[src/rtl/pll_lock_supervisor_pkg.sv]
//==============================================================================
// Module : pll_lock_supervisor_pkg
// Brief  : Shared state encodings and helpers for the PLL lock supervisor.
// Rev    : 1.0 - initial release
//==============================================================================
`default_nettype none

package pll_lock_supervisor_pkg;

    // Supervisor FSM states (3-bit encoding)
    typedef enum logic [2:0] {
        S_IDLE      = 3'd0,
        S_POWERDOWN = 3'd1,
        S_WAIT_LOCK = 3'd2,
        S_STABLE    = 3'd3,
        S_RUN       = 3'd4,
        S_FAULT     = 3'd5
    } sup_state_e;

    // The PLL is released from powerdown only while we wait for, qualify or use lock
    function automatic logic pll_released(input sup_state_e s);
        return (s == S_WAIT_LOCK) || (s == S_STABLE) || (s == S_RUN);
    endfunction

endpackage

`default_nettype wire

[src/rtl/pll_lock_sync.sv]
//==============================================================================
// Module : pll_lock_sync
// Brief  : Two-flop synchronizer bringing the raw PLL lock into the ref clock.
// Rev    : 1.0 - initial release
//==============================================================================
`default_nettype none

module pll_lock_sync (
    input  logic clk_i,
    input  logic rst_ni,
    input  logic async_i,
    output logic sync_o
);

    logic meta_q;
    logic sync_q;

    // Two-stage capture; both stages clear to "not locked" on reset
    always_ff @(posedge clk_i or negedge rst_ni) begin
        if (!rst_ni) begin
            meta_q <= 1'b0;
            sync_q <= 1'b0;
        end else begin
            meta_q <= async_i;
            sync_q <= meta_q;
        end
    end

    assign sync_o = sync_q;

endmodule

`default_nettype wire

[src/rtl/pll_lock_supervisor.sv]
//==============================================================================
// Module : pll_lock_supervisor
// Brief  : Sequences CCC PLL power-up, qualifies lock, declares clocks ready,
//          retries on timeout / lock loss and latches a fault after the
//          allowed number of retries. Runs on the free-running ref clock.
// Rev    : 1.0 - initial release
//==============================================================================
`default_nettype none

module pll_lock_supervisor
    import pll_lock_supervisor_pkg::*;
#(
    parameter int unsigned CNT_W              = 24,
    parameter int unsigned PWRDN_CYCLES       = 100,
    parameter int unsigned LOCK_TIMEOUT       = 5000000,
    parameter int unsigned LOCK_STABLE_CYCLES = 1024,
    parameter int unsigned MAX_RETRIES        = 3,
    parameter int unsigned RETRY_W            = 2
) (
    input  logic               clk_i,
    input  logic               rst_ni,
    input  logic               enable_i,
    input  logic               clear_fault_i,
    input  logic               pll_lock_i,
    output logic               pll_powerdown_n_o,
    output logic               clk_ready_o,
    output logic               lock_lost_o,
    output logic               fault_o,
    output logic [RETRY_W-1:0] retry_count_o
);

    // Terminal counts: each state leaves on the cycle its count reaches limit-1
    localparam logic [CNT_W-1:0]   PWRDN_LAST   = CNT_W'(PWRDN_CYCLES - 1);
    localparam logic [CNT_W-1:0]   TIMEOUT_LAST = CNT_W'(LOCK_TIMEOUT - 1);
    localparam logic [CNT_W-1:0]   STABLE_LAST  = CNT_W'(LOCK_STABLE_CYCLES - 1);
    localparam logic [RETRY_W-1:0] RETRY_MAX    = RETRY_W'(MAX_RETRIES);

    sup_state_e         state_q, state_d;
    logic [CNT_W-1:0]   cnt_q, cnt_d;
    logic [RETRY_W-1:0] retry_q, retry_d;
    logic               pwrdn_n_q;
    logic               clk_ready_q;
    logic               lock_lost_q, lock_lost_d;
    logic               fault_q;
    logic               lock_s;

    pll_lock_sync u_lock_sync (
        .clk_i   (clk_i),
        .rst_ni  (rst_ni),
        .async_i (pll_lock_i),
        .sync_o  (lock_s)
    );

    // Next-state, counter and retry bookkeeping
    always_comb begin
        state_d     = state_q;
        cnt_d       = cnt_q;
        retry_d     = retry_q;
        lock_lost_d = 1'b0;

        case (state_q)
            S_IDLE: begin
                if (enable_i) begin
                    state_d = S_POWERDOWN;
                    cnt_d   = '0;
                    retry_d = '0;
                end
            end
            S_POWERDOWN: begin
                if (cnt_q == PWRDN_LAST) begin
                    state_d = S_WAIT_LOCK;
                    cnt_d   = '0;
                end else begin
                    cnt_d = cnt_q + 1'b1;
                end
            end
            S_WAIT_LOCK: begin
                // Lock arriving in the timeout cycle takes priority over the retry
                if (lock_s) begin
                    state_d = S_STABLE;
                    cnt_d   = '0;
                end else if (cnt_q == TIMEOUT_LAST) begin
                    cnt_d = '0;
                    if (retry_q == RETRY_MAX) begin
                        state_d = S_FAULT;
                    end else begin
                        state_d = S_POWERDOWN;
                        retry_d = retry_q + 1'b1;
                    end
                end else begin
                    cnt_d = cnt_q + 1'b1;
                end
            end
            S_STABLE: begin
                if (!lock_s) begin
                    state_d = S_WAIT_LOCK;
                    cnt_d   = '0;
                end else if (cnt_q == STABLE_LAST) begin
                    state_d = S_RUN;
                    cnt_d   = '0;
                    retry_d = '0;
                end else begin
                    cnt_d = cnt_q + 1'b1;
                end
            end
            S_RUN: begin
                // Lock loss re-sequences the PLL without consuming a retry
                if (!lock_s) begin
                    state_d     = S_POWERDOWN;
                    cnt_d       = '0;
                    lock_lost_d = 1'b1;
                end
            end
            S_FAULT: begin
                if (clear_fault_i) begin
                    state_d = S_IDLE;
                    cnt_d   = '0;
                end
            end
            default: begin
                state_d = S_IDLE;
                cnt_d   = '0;
            end
        endcase

        // Dropping enable abandons any bring-up; only a fault survives it
        if (!enable_i && (state_q != S_FAULT)) begin
            state_d = S_IDLE;
            cnt_d   = '0;
            retry_d = retry_q;
        end
    end

    // State, counter and all outputs update on the same edge
    always_ff @(posedge clk_i or negedge rst_ni) begin
        if (!rst_ni) begin
            state_q     <= S_IDLE;
            cnt_q       <= '0;
            retry_q     <= '0;
            pwrdn_n_q   <= 1'b0;
            clk_ready_q <= 1'b0;
            lock_lost_q <= 1'b0;
            fault_q     <= 1'b0;
        end else begin
            state_q     <= state_d;
            cnt_q       <= cnt_d;
            retry_q     <= retry_d;
            pwrdn_n_q   <= pll_released(state_d);
            clk_ready_q <= (state_d == S_RUN);
            lock_lost_q <= lock_lost_d;
            fault_q     <= (state_d == S_FAULT);
        end
    end

    assign pll_powerdown_n_o = pwrdn_n_q;
    assign clk_ready_o       = clk_ready_q;
    assign lock_lost_o       = lock_lost_q;
    assign fault_o           = fault_q;
    assign retry_count_o     = retry_q;

endmodule

`default_nettype wire
[config.mk]
export PLATFORM = sky130hd
export DESIGN_NAME = pll_lock_supervisor
export DESIGN_NICKNAME = d
export VERILOG_FILES = /design/src/rtl/pll_lock_supervisor_pkg.sv /design/src/rtl/pll_lock_sync.sv /design/src/rtl/pll_lock_supervisor.sv
export SDC_FILE = /design/constraint.sdc
export NUM_CORES = 1
export LEC_CHECK = 0
export ABC_AREA = 1
export BUFFER_PORTS_ARGS = -buffer_cell sky130_fd_sc_hd__buf_2
export CAP_MARGIN = 40
export CELL_PAD_IN_SITES_DETAIL_PLACEMENT = 0
export CELL_PAD_IN_SITES_GLOBAL_PLACEMENT = 1
export CORE_UTILIZATION = 45
export CTS_CLUSTER_DIAMETER = 150
export DETAILED_ROUTE_END_ITERATION = 12
export GPL_ROUTABILITY_DRIVEN = 0
export MAX_ROUTING_LAYER = met4
export PLACE_DENSITY_LB_ADDON = 0.1
export SKIP_CTS_REPAIR_TIMING = 1
export SYNTH_ARGS = -nofsm -noshare
export SYNTH_HDL_FRONTEND = slang
export SYNTH_SLANG_ARGS = --single-unit
[constraint.sdc]
create_clock -name clk_i -period 1.9 [get_ports clk_i]
set_input_delay 0.57 -clock clk_i [delete_from_list [all_inputs] [get_ports clk_i]]
set_output_delay 0.57 -clock clk_i [all_outputs]
set_load 0.05 [all_outputs]
==> impl_metrics.tcl, run 1 <==
set metrics [dict create \
    cp_top_family "simple AND/OR/NAND/NOR gates" \
    required_ps 2070 \
    end_kind "flop" \
    via_count 2603 \
    fin_cells 496 \
    period_needed_ps 1780 \
    crit-reg2reg-capture "cnt_q[17]" \
    antenna_found_initial 0 \
    cts.sinks 35 \
    synth_area_per_cell_um2 6.70 \
    drive_gt1_share_pct 20.0 \
    dp_cells 488 \
    hold_viol_final 0 \
    startpoint_type "flop" \
    insertedDiodeCount 0 \
    cts_tree "yes" \
    critPathArrivalTime_ps 1960 \
    drv_cap 0 \
    grt_first_pass_wirelength_mm 12.1 \
    port_buffers 10 \
    routed_via_density 5.25 \
    slowest_stage "dfrtp_1" \
    synth-edff-count 0 \
    first_global_vias 2476 \
    critPathMaxStageDelay_ps 370 \
    path_common_cell "nand3_4" \
    final_cell_mix "nand2_1, nor2_1, inv_1" \
    post-route-period-util_pct 93.8 \
    htree_levels 2 \
    worst_slack_ps 118 \
    die_y_um 78.1 \
    clock_latency_ps 290 \
    fin_skew_ps 10.9 \
    cp_cell_sequence "ha_2, nand3_4, inv_2, nand2_4, clkinv_4, nand3_4, nand3_2, nand3_4, a21oi_4, buf_12, nor2_1" \
    power.density_nw_per_um2 460 \
    rows 27 \
    synth_cells 389 \
    finalSetupViolCount 0 \
    fill_cells 576 \
    core_um2 5540 \
    cts_made_buffers 5 \
    worst_pin_slew_ps 428 \
    outcome "finished, final reports clean" \
    postRouteWirelength_mm 7.08 \
    min_path_type "in2async" \
    hpwl_mm 5.63 \
    boundaryPins 11 \
    grt_max_degree 18 \
    drt-pass1-iter-count 5 \
    dieWidth_um 78.1 \
    post_drt_wl_per_cell_um 14.3 \
    root_buffer "clkbuf_8" \
    clk_pin_slew_ps 80 \
    async_reset_ff_share_pct 100 \
    leakagePower_uw 0.00139 \
    cp_max_fo 14 \
    rr_worst_depth 11 \
    critPathBufInv 3 \
    r2r_slack_ps 120 \
    yosysTopAreaCell "dfrtp_1" \
    drc 0 \
    layout_commonest_cell "nand2_1" \
    area_delta_synth_final_pct 15.6 \
    critPathKind "reg2reg" \
    synth_seq_area_share_pct 33.6 \
    initial_core_util_pct 47.0 \
    ir_worst_vdd_v 0.000310 \
    synthTopCellsByArea "dfrtp_1, nand2_1, nand3_1, nor2_1, inv_1" \
    nets 430 \
    synth_warnings 0 \
    max_freq_mhz 561 \
    rsz0062_at_grt "false" \
    synth_cell_types 29 \
    syn_nets 396 \
    synthFlopType "dfrtp_1" \
    place_ws_ps 27.8 \
    power.total_uw 1380 \
    dieArea_um2 6100 \
    rr_startpoint "cnt_q[1]" \
    utilization_pct 54.4 \
    yosysTopAreaCellShare_pct 33.6 \
    globalRouteOverflowTotal 0 \
    grtUsageTotal_pct 26.8 \
    slew_violations 0 \
    relSlewSlack_pct 71.4 \
    netlist_area_um2 2600 \
    clk_path_buf_depth 2 \
    setup-tns-final_ps 0 \
    antenna_left 0 \
    drtIter0Drc 173 \
    synth_seq_cells 35 \
]
## final cells by class
class	instances	area, um2	area share, %
multi-input combinational	294	1510	50.1
sequential	35	877	29.1
timing repair buffer	34	243	8.06
inverter	53	206	6.86
tap	72	90.1	2.99
clock buffer	6	72.6	2.41
clock inverter	2	12.5	0.415
## worst register-to-register path: cells and delay by family, from the launching register on
family                     cells  cell delay (ps)
AOI/OAI and AO/OA              1              160
adders and majority gates      1              240
buffers and inverters          3              340
DFF                            1              370
and+or+nand+nor                6              550
## flip-flops by register name, summed over array words and instances (netlist names)
| signal | flops |
|---|---|
| clk_ready_o | 1 |
| cnt_q | 24 |
| fault_o | 1 |
| lock_lost_o | 1 |
| pll_powerdown_n_o | 1 |
| retry_count_o | 2 |
| state_q | 3 |
| u_lock_sync.meta_q | 1 |
| u_lock_sync.sync_o | 1 |
## metal layers
layer  wire, um  share of wire [%]  track usage, %  vias up
li1           -                  -               -     1328
met5          0                  0               -        -
met4        116                1.6            8.33        0
met1       3500                 49            38.1     1197
met2       3140                 44            39.1       68
met3        333                4.7            4.30       10
## power by group
part / internal, uW / switching, uW / leakage (uW)
Clock: 256 / 279 / 0.0000412
Sequential: 749 / 6.10 / 0.000482
Combinational: 29.2 / 64.7 / 0.000871
Total: 1030 / 350 / 0.00139
## metrics by stage
step           instance area, um2  hold slack, ps
2_1_floorplan                2610             274
3_3_place_gp                 2890             341
3_5_place_dp                 2890             340
6_report                     3010             203
4_1_cts                      2970             211
5_1_grt                      3010             216
## worst max path at each step
| stage | slack, ps | from | endpoint | cells after the start |
|---|---|---|---|---|
| finish | 120 | cnt_q[1] | cnt_q[17] | 11 |
| global route | 3 | cnt_q[11] | cnt_q[18] | 8 |
| CTS | 10 | cnt_q[1] | cnt_q[23] | 9 |
| detailed placement | 30 | cnt_q[1] | cnt_q[23] | 9 |
| global placement | -50 | cnt_q[2] | cnt_q[19] | 9 |
| floorplan | 190 | cnt_q[0] | cnt_q[19] | 11 |
## cells by family after synthesis
kind of cell,count (synthesis),synth area share [%]
AO/OA/AOI/OAI,21,4.56
XOR/XNOR,8,2.69
flip-flops,35,33.6
AND/OR/NAND/NOR,263,48.4
adder cells (fa/ha/maj),2,0.960
buffers and inverters,60,9.75
## synth_stat cells (2+ instances only)
cell      count
nor3_1        9
nor2_4        4
xor2_1        7
nor2_2       15
a21oi_1       3
nand3_4       2
o21ai_0      16
nand2_2       5
nand3_1      47
clkinv_1      2
ha_1          2
nand2_1      99
buf_2         4
dfrtp_1      35
nor4_1        3
inv_2         3
inv_1        47
nand4_1      23
nand3_2       3
nor2_1       50
buf_6         2
No activity file was read; power rests on OpenSTA's default activity.
==> inputs of run 2 (changes only) <==
--- a/config.mk
+++ b/config.mk
@@ -18,2 +18,3 @@
 export PLACE_DENSITY_LB_ADDON = 0.1
+export RECOVER_POWER = 50
 export SKIP_CTS_REPAIR_TIMING = 1
==> constraint.sdc (replaced) <==
create_clock -name clk_i -period 1.9 [get_ports clk_i]
set_input_delay 0.095 -clock clk_i [delete_from_list [all_inputs] [get_ports clk_i]]
set_output_delay 0.095 -clock clk_i [all_outputs]
set_load 0.05 [all_outputs]
==> run 2 against run 1 <==
Against the previous run: first-iteration DRC count shrank 14%; via count shrank 0.65%; combinational power shrank 2.3%; highest routed layer unchanged; die area is the same; core utilization shrank 0.14 points; critical path depth shrank 2.
==> impl_metrics.tcl, run 2 (synthesized netlist as in run 1, its figures left out) <==
set metrics [dict create \
    leakagePower_uw 0.00140 \
    grt_max_degree 29 \
    cp_max_fo 14 \
    hold_viol_final 0 \
    final_area_um2 3000 \
    seq_power_share_pct 53.8 \
    antenna_found_initial 0 \
    dp_cells 487 \
    power.total_uw 1400 \
    power.density_nw_per_um2 468 \
    crit_start "cnt_q[1]" \
    grt_first_pass_wirelength_mm 11.9 \
    die_y_um 78.1 \
    p_sw_share_pct 24.4 \
    rsz0062_at_grt "true" \
    cp-endpoint "cnt_q[23]" \
    nets 431 \
    antenna_left 0 \
    required_ps 2070 \
    worst_slack_ps 76.3 \
    switchingPower_uw 343 \
    slew_violations 0 \
    clk_pin_slew_ps 80 \
    end_kind "flop" \
    startpoint_type "flop" \
    routed_via_density 5.21 \
    cts_tree "yes" \
    postRouteWirelength_mm 7.06 \
    final_cell_mix "nand2_1, nor2_1, inv_1, nand3_1, dfrtp_1" \
    rr_startpoint "cnt_q[1]" \
    ir_worst_vdd_v 0.000317 \
    clk_path_buf_depth 2 \
    dieWidth_um 78.1 \
    fin_cells 496 \
    insertedDiodeCount 0 \
    drv_cap 0 \
    combPwrFrac_pct 6.5 \
    port_buffers 10 \
    root_buffer "clkbuf_8" \
    r2r_slack_ps 80 \
    max_freq_mhz 548 \
    post-route-period-util_pct 96.0 \
    post_drt_wl_per_cell_um 14.2 \
    crit-reg2reg-capture "cnt_q[23]" \
    layout_commonest_cell "nand2_1" \
    hpwl_mm 5.72 \
    relSlewSlack_pct 53.0 \
    whs_ps 264 \
    boundaryPins 11 \
    drt-pass1-iter-count 4 \
    drtIter0Drc 149 \
    initial_core_util_pct 47.0 \
    fill_cells 596 \
    grtUsageTotal_pct 26.2 \
    area_delta_synth_final_pct 15.3 \
    worst_pin_slew_ps 706 \
    max_flop_register "cnt_q" \
    first_global_vias 2401 \
    via_count 2586 \
    htree_levels 2 \
    use_met1_pct 37.3 \
    drc 0 \
    clock_latency_ps 290 \
    place_ws_ps 86.4 \
    core_um2 5540 \
    outcome "finished, final reports clean" \
    critPathArrivalTime_ps 2000 \
    use_met2_pct 39.8 \
    globalRouteOverflowTotal 0 \
    min_path_type "in2async" \
    finalSetupViolCount 0 \
    period_needed_ps 1820 \
    dieArea_um2 6100 \
    rows 27 \
    rr_worst_depth 9 \
    critPathKind "reg2reg" \
    dpl_cell_area_um2 2890 \
    cts_made_buffers 5 \
    cts.sinks 35 \
    use_met3_pct 3.49 \
    p_int_uw 1060 \
    fin_skew_ps 12.0 \
    pwr-share-clk_pct 39.7 \
    busiest_layer "met2" \
    largest_register_ffs 24 \
    drive_gt1_share_pct 19.1 \
]
[run 2: area by class of cell]
type	instances	area (um2)	share of cell area, %
multi-input combinational	294	1490	49.6
sequential	35	878	29.2
timing repair buffer	35	251	8.37
inverter	53	206	6.87
tap	72	90.1	3.00
clock buffer	6	82.6	2.75
clock inverter	1	5.00	0.167
[run 2: power by group through the flow]
| stage | logic, uW | registers, uW | clock network, uW |
|---|---|---|---|
| final | 91.7 | 755 | 558 |
| after global routing | 102 | 755 | 615 |
| after CTS | 93.9 | 755 | 583 |
| after detailed placement | 93.6 | 769 | 0 |
| after global placement | 88.3 | 770 | 0 |
| after floorplan | 45.9 | 768 | 0 |
[run 2: worst min path at each step]
stage,slack [ps],to,start,depth (start not counted)
3_3_place_gp,200,u_lock_sync.meta_q,pll_lock_i,1
3_5_place_dp,-30,cnt_q[11],rst_ni,1
5_1_grt,320,cnt_q[11],rst_ni,2
6_report,260,cnt_q[5],rst_ni,2
2_1_floorplan,-200,clk_ready_o,rst_ni,0
4_1_cts,-350,cnt_q[11],rst_ni,1
[run 2: per-layer routing]
| layer | vias to the layer above | wire length (um) |
|---|---|---|
| met4 | 0 | 68 |
| met5 | - | 0 |
| met2 | 38 | 3210 |
| li1 | 1335 | - |
| met3 | 7 | 230 |
| met1 | 1206 | 3550 |
[run 2: critical path: stages (launching register included)]
cell     delay, ps
dfrtp_1        370
ha_2           230
nand3_2        160
nor3_1         170
nand3_1        150
nand2_1        130
nand3_4        110
a21oi_4        160
buf_12         170
nor2_1          60
[run 2: stage by stage]
| stage | TNS (ps) | util, % |
|---|---|---|
| 2_1_floorplan | 0 | - |
| 3_3_place_gp | 0 | 51.9 |
| 3_5_place_dp | 0 | 52.2 |
| 4_1_cts | 0 | 53.8 |
| 5_1_grt | -2.88 | 54.2 |
| 6_report | 0 | 54.2 |
==> inputs of run 3 (changes only) <==
- CORE_UTILIZATION: 45 -> 28
- MAX_ROUTING_LAYER: met4 -> unset
- SYNTH_HIERARCHICAL: unset -> 1
==> run 3 against run 2 <==
Against the previous run: core utilization shrank 18 points; critical endpoint is now cnt_q[16]; flip-flop and latch count is the same; largest cell class unchanged; combinational power grew 44%.
==> impl_metrics.tcl, run 3 <==
set metrics [dict create \
    synth-edff-count 0 \
    grt_first_pass_wirelength_mm 11.7 \
    fin_cells 500 \
    initial_core_util_pct 29.5 \
    dp_cells 488 \
    synth_warnings 6 \
    antenna_left 0 \
    leakagePower_uw 0.00136 \
    post-route-period-util_pct 93.4 \
    synth_simple_gate_area_share_pct 44.9 \
    whs_ps 272 \
    power.density_nw_per_um2 561 \
    r2r_slack_ps 130 \
    cts_tree "yes" \
    area_delta_synth_final_pct 24.4 \
    period_needed_ps 1770 \
    antenna_found_initial 0 \
    cp_cell_sequence "ha_2, nand3_4, nor3_2, nand3_1, nand2_1, nand3_4, a21oi_4, buf_12, nor2_1" \
    async_reset_ff_share_pct 100 \
    synth_seq_area_share_pct 37.7 \
    relSlewSlack_pct 36.9 \
    post_drt_wl_per_cell_um 14.4 \
    yosysTopAreaCell "dfrtp_1" \
    ys_top_cells_by_count "nand2_1, nor2_1, inv_1" \
    max_freq_mhz 563 \
    grtUsageTotal_pct 17.8 \
    critPathBufInv 1 \
    routed_via_density 4.76 \
    yosysTopAreaCellShare_pct 37.7 \
    fin_skew_ps 8.80 \
    synth_area_per_cell_um2 6.59 \
    drc 0 \
    synthTopCellsByArea "dfrtp_1, nand2_1, nor2_1, inv_1, nand3_1" \
    required_ps 2080 \
    path_common_cell "nand3_4" \
    synth_xor_area_share_pct 1.51 \
    layout_commonest_cell "nand2_1" \
    setup-tns-final_ps 0 \
    hold_viol_final 0 \
    htree_levels 2 \
    outcome "finished, final reports clean" \
    worst_pin_slew_ps 946 \
    drv_cap 0 \
    boundaryPins 11 \
    grt_max_degree 36 \
    startpoint_type "flop" \
    rsz0062_at_grt "false" \
    critPathArrivalTime_ps 1960 \
    cp_top_family "simple AND/OR/NAND/NOR gates" \
    critPathMaxStageDelay_ps 360 \
    synth_cell_types 28 \
    largest_register_ffs 24 \
    postRouteWirelength_mm 7.18 \
    final_cell_mix "nand2_1, nor2_1, inv_1" \
    finalSetupViolCount 0 \
    muxShareOfSynthArea_pct 0 \
    cts_made_buffers 5 \
    syn_nets 360 \
    min_path_type "in2reg" \
    max_flop_register "cnt_q" \
    clock_latency_ps 300 \
    netlist_area_um2 2320 \
    yosysMostFrequentCell "nand2_1" \
    synth_cells 353 \
    synth_compound_area_share_pct 6.62 \
    clk_path_buf_depth 2 \
    drive_gt1_share_pct 17.3 \
    ir_worst_vdd_v 0.000295 \
    rows 32 \
    synthFlopType "dfrtp_1" \
    via_count 2382 \
    dieArea_um2 8670 \
    synth_seq_cells 35 \
    synth_top_family_by_area "simple AND/OR/NAND/NOR gates" \
    slowest_stage "dfrtp_1" \
    critPathKind "reg2reg" \
    root_buffer "clkbuf_8" \
    end_kind "flop" \
    synth_adder_area_share_pct 1.08 \
    insertedDiodeCount 0 \
    drtIter0Drc 135 \
    globalRouteOverflowTotal 0 \
    cts.sinks 35 \
    nets 404 \
    cp_max_fo 16 \
    dieWidth_um 93.1 \
    first_global_vias 2364 \
    hpwl_mm 5.43 \
    port_buffers 10 \
    clk_pin_slew_ps 80 \
    slew_violations 0 \
    drt-pass1-iter-count 6 \
    core_um2 7890 \
    die_y_um 93.1 \
]
-- run 3: cell count changes in the layout (fill, tap and decap cells not counted), sizes merged, moves of 2 or more --
cell | before | now
nand4 | 23 | 17
buf | 31 | 38
nor3 | 9 | 11
o22ai | 0 | 3
inv | 50 | 44
xor2 | 7 | 3
nor2 | 69 | 78
nand3 | 52 | 35
a21oi | 4 | 9
clkinv | 4 | 1
nand2 | 105 | 93
o21ai | 16 | 10
-- run 3: logic make-up (layout without fill, tap and decap cells) --
kind of cell | Yosys count | count (layout)
flops | 35 | 35
simple gates | 238 | 238
buf+inv | 48 | 93
fa+ha+maj | 2 | 2
xor+xnor | 4 | 4
compound gates | 26 | 26
-- run 3: worst paths after layout --
check                                     end               start  cells after the start
setup / recovery                    cnt_q[16]            cnt_q[0]                      9
hold / removal                      cnt_q[11]            enable_i                      6
setup reg to reg                    cnt_q[16]            cnt_q[0]                      9
hold reg to reg            u_lock_sync/sync_o  u_lock_sync/meta_q                      0
max in group asynchronous            cnt_q[4]              rst_ni                      3
min in group asynchronous    retry_count_o[0]              rst_ni                      3
-- run 3: power by group --
group / internal (uW) / switching [uW] / total (uW)
Sequential: 759 / 10.4 / 769
Clock: 425 / 296 / 721
Combinational: 51.1 / 80.6 / 132
-- run 3: stage by stage --
stage               setup WS, ps  instance area [um2]  power, uW  utilization [%]
floorplan                    219                 2320        845                -
global placement           -34.1                 2720        918             34.4
detailed placement         -6.70                 2720        920             34.4
CTS                        -16.2                 2830       1660             35.9
global route                2.08                 2890       1710             36.7
finish                       125                 2890       1620             36.7
-- run 3: layout make-up --
cell class / count / area (um2)
tap: 102 / 128
multi-input combinational: 270 / 1290
fill: 878 / 4990
timing repair buffer: 41 / 310
inverter: 44 / 168
clock buffer: 6 / 82.6
clock inverter: 2 / 35.0
sequential: 35 / 880
-- run 3: per-layer routing --
| metal | vias to the layer above | routed length (um) | share of wire [%] | GRT usage (%) |
|---|---|---|---|---|
| met2 | 37 | 3410 | 48 | 30.3 |
| met1 | 1111 | 3460 | 48 | 22.7 |
| met4 | 0 | 105 | 1.5 | 5.51 |
| li1 | 1224 | - | - | - |
| met3 | 10 | 197 | 2.7 | 3.17 |
| met5 | - | 0 | 0 | 0 |
-- run 3: worst reg2reg max path: cells and delay by family (launching register included) --
| family | cells | cell delay (ps) |
|---|---|---|
| AO/OA/AOI/OAI | 1 | 150 |
| adder cells (fa/ha/maj) | 1 | 230 |
| flip-flops | 1 | 360 |
| buffers and inverters | 1 | 170 |
| AND/OR/NAND/NOR | 6 | 750 |
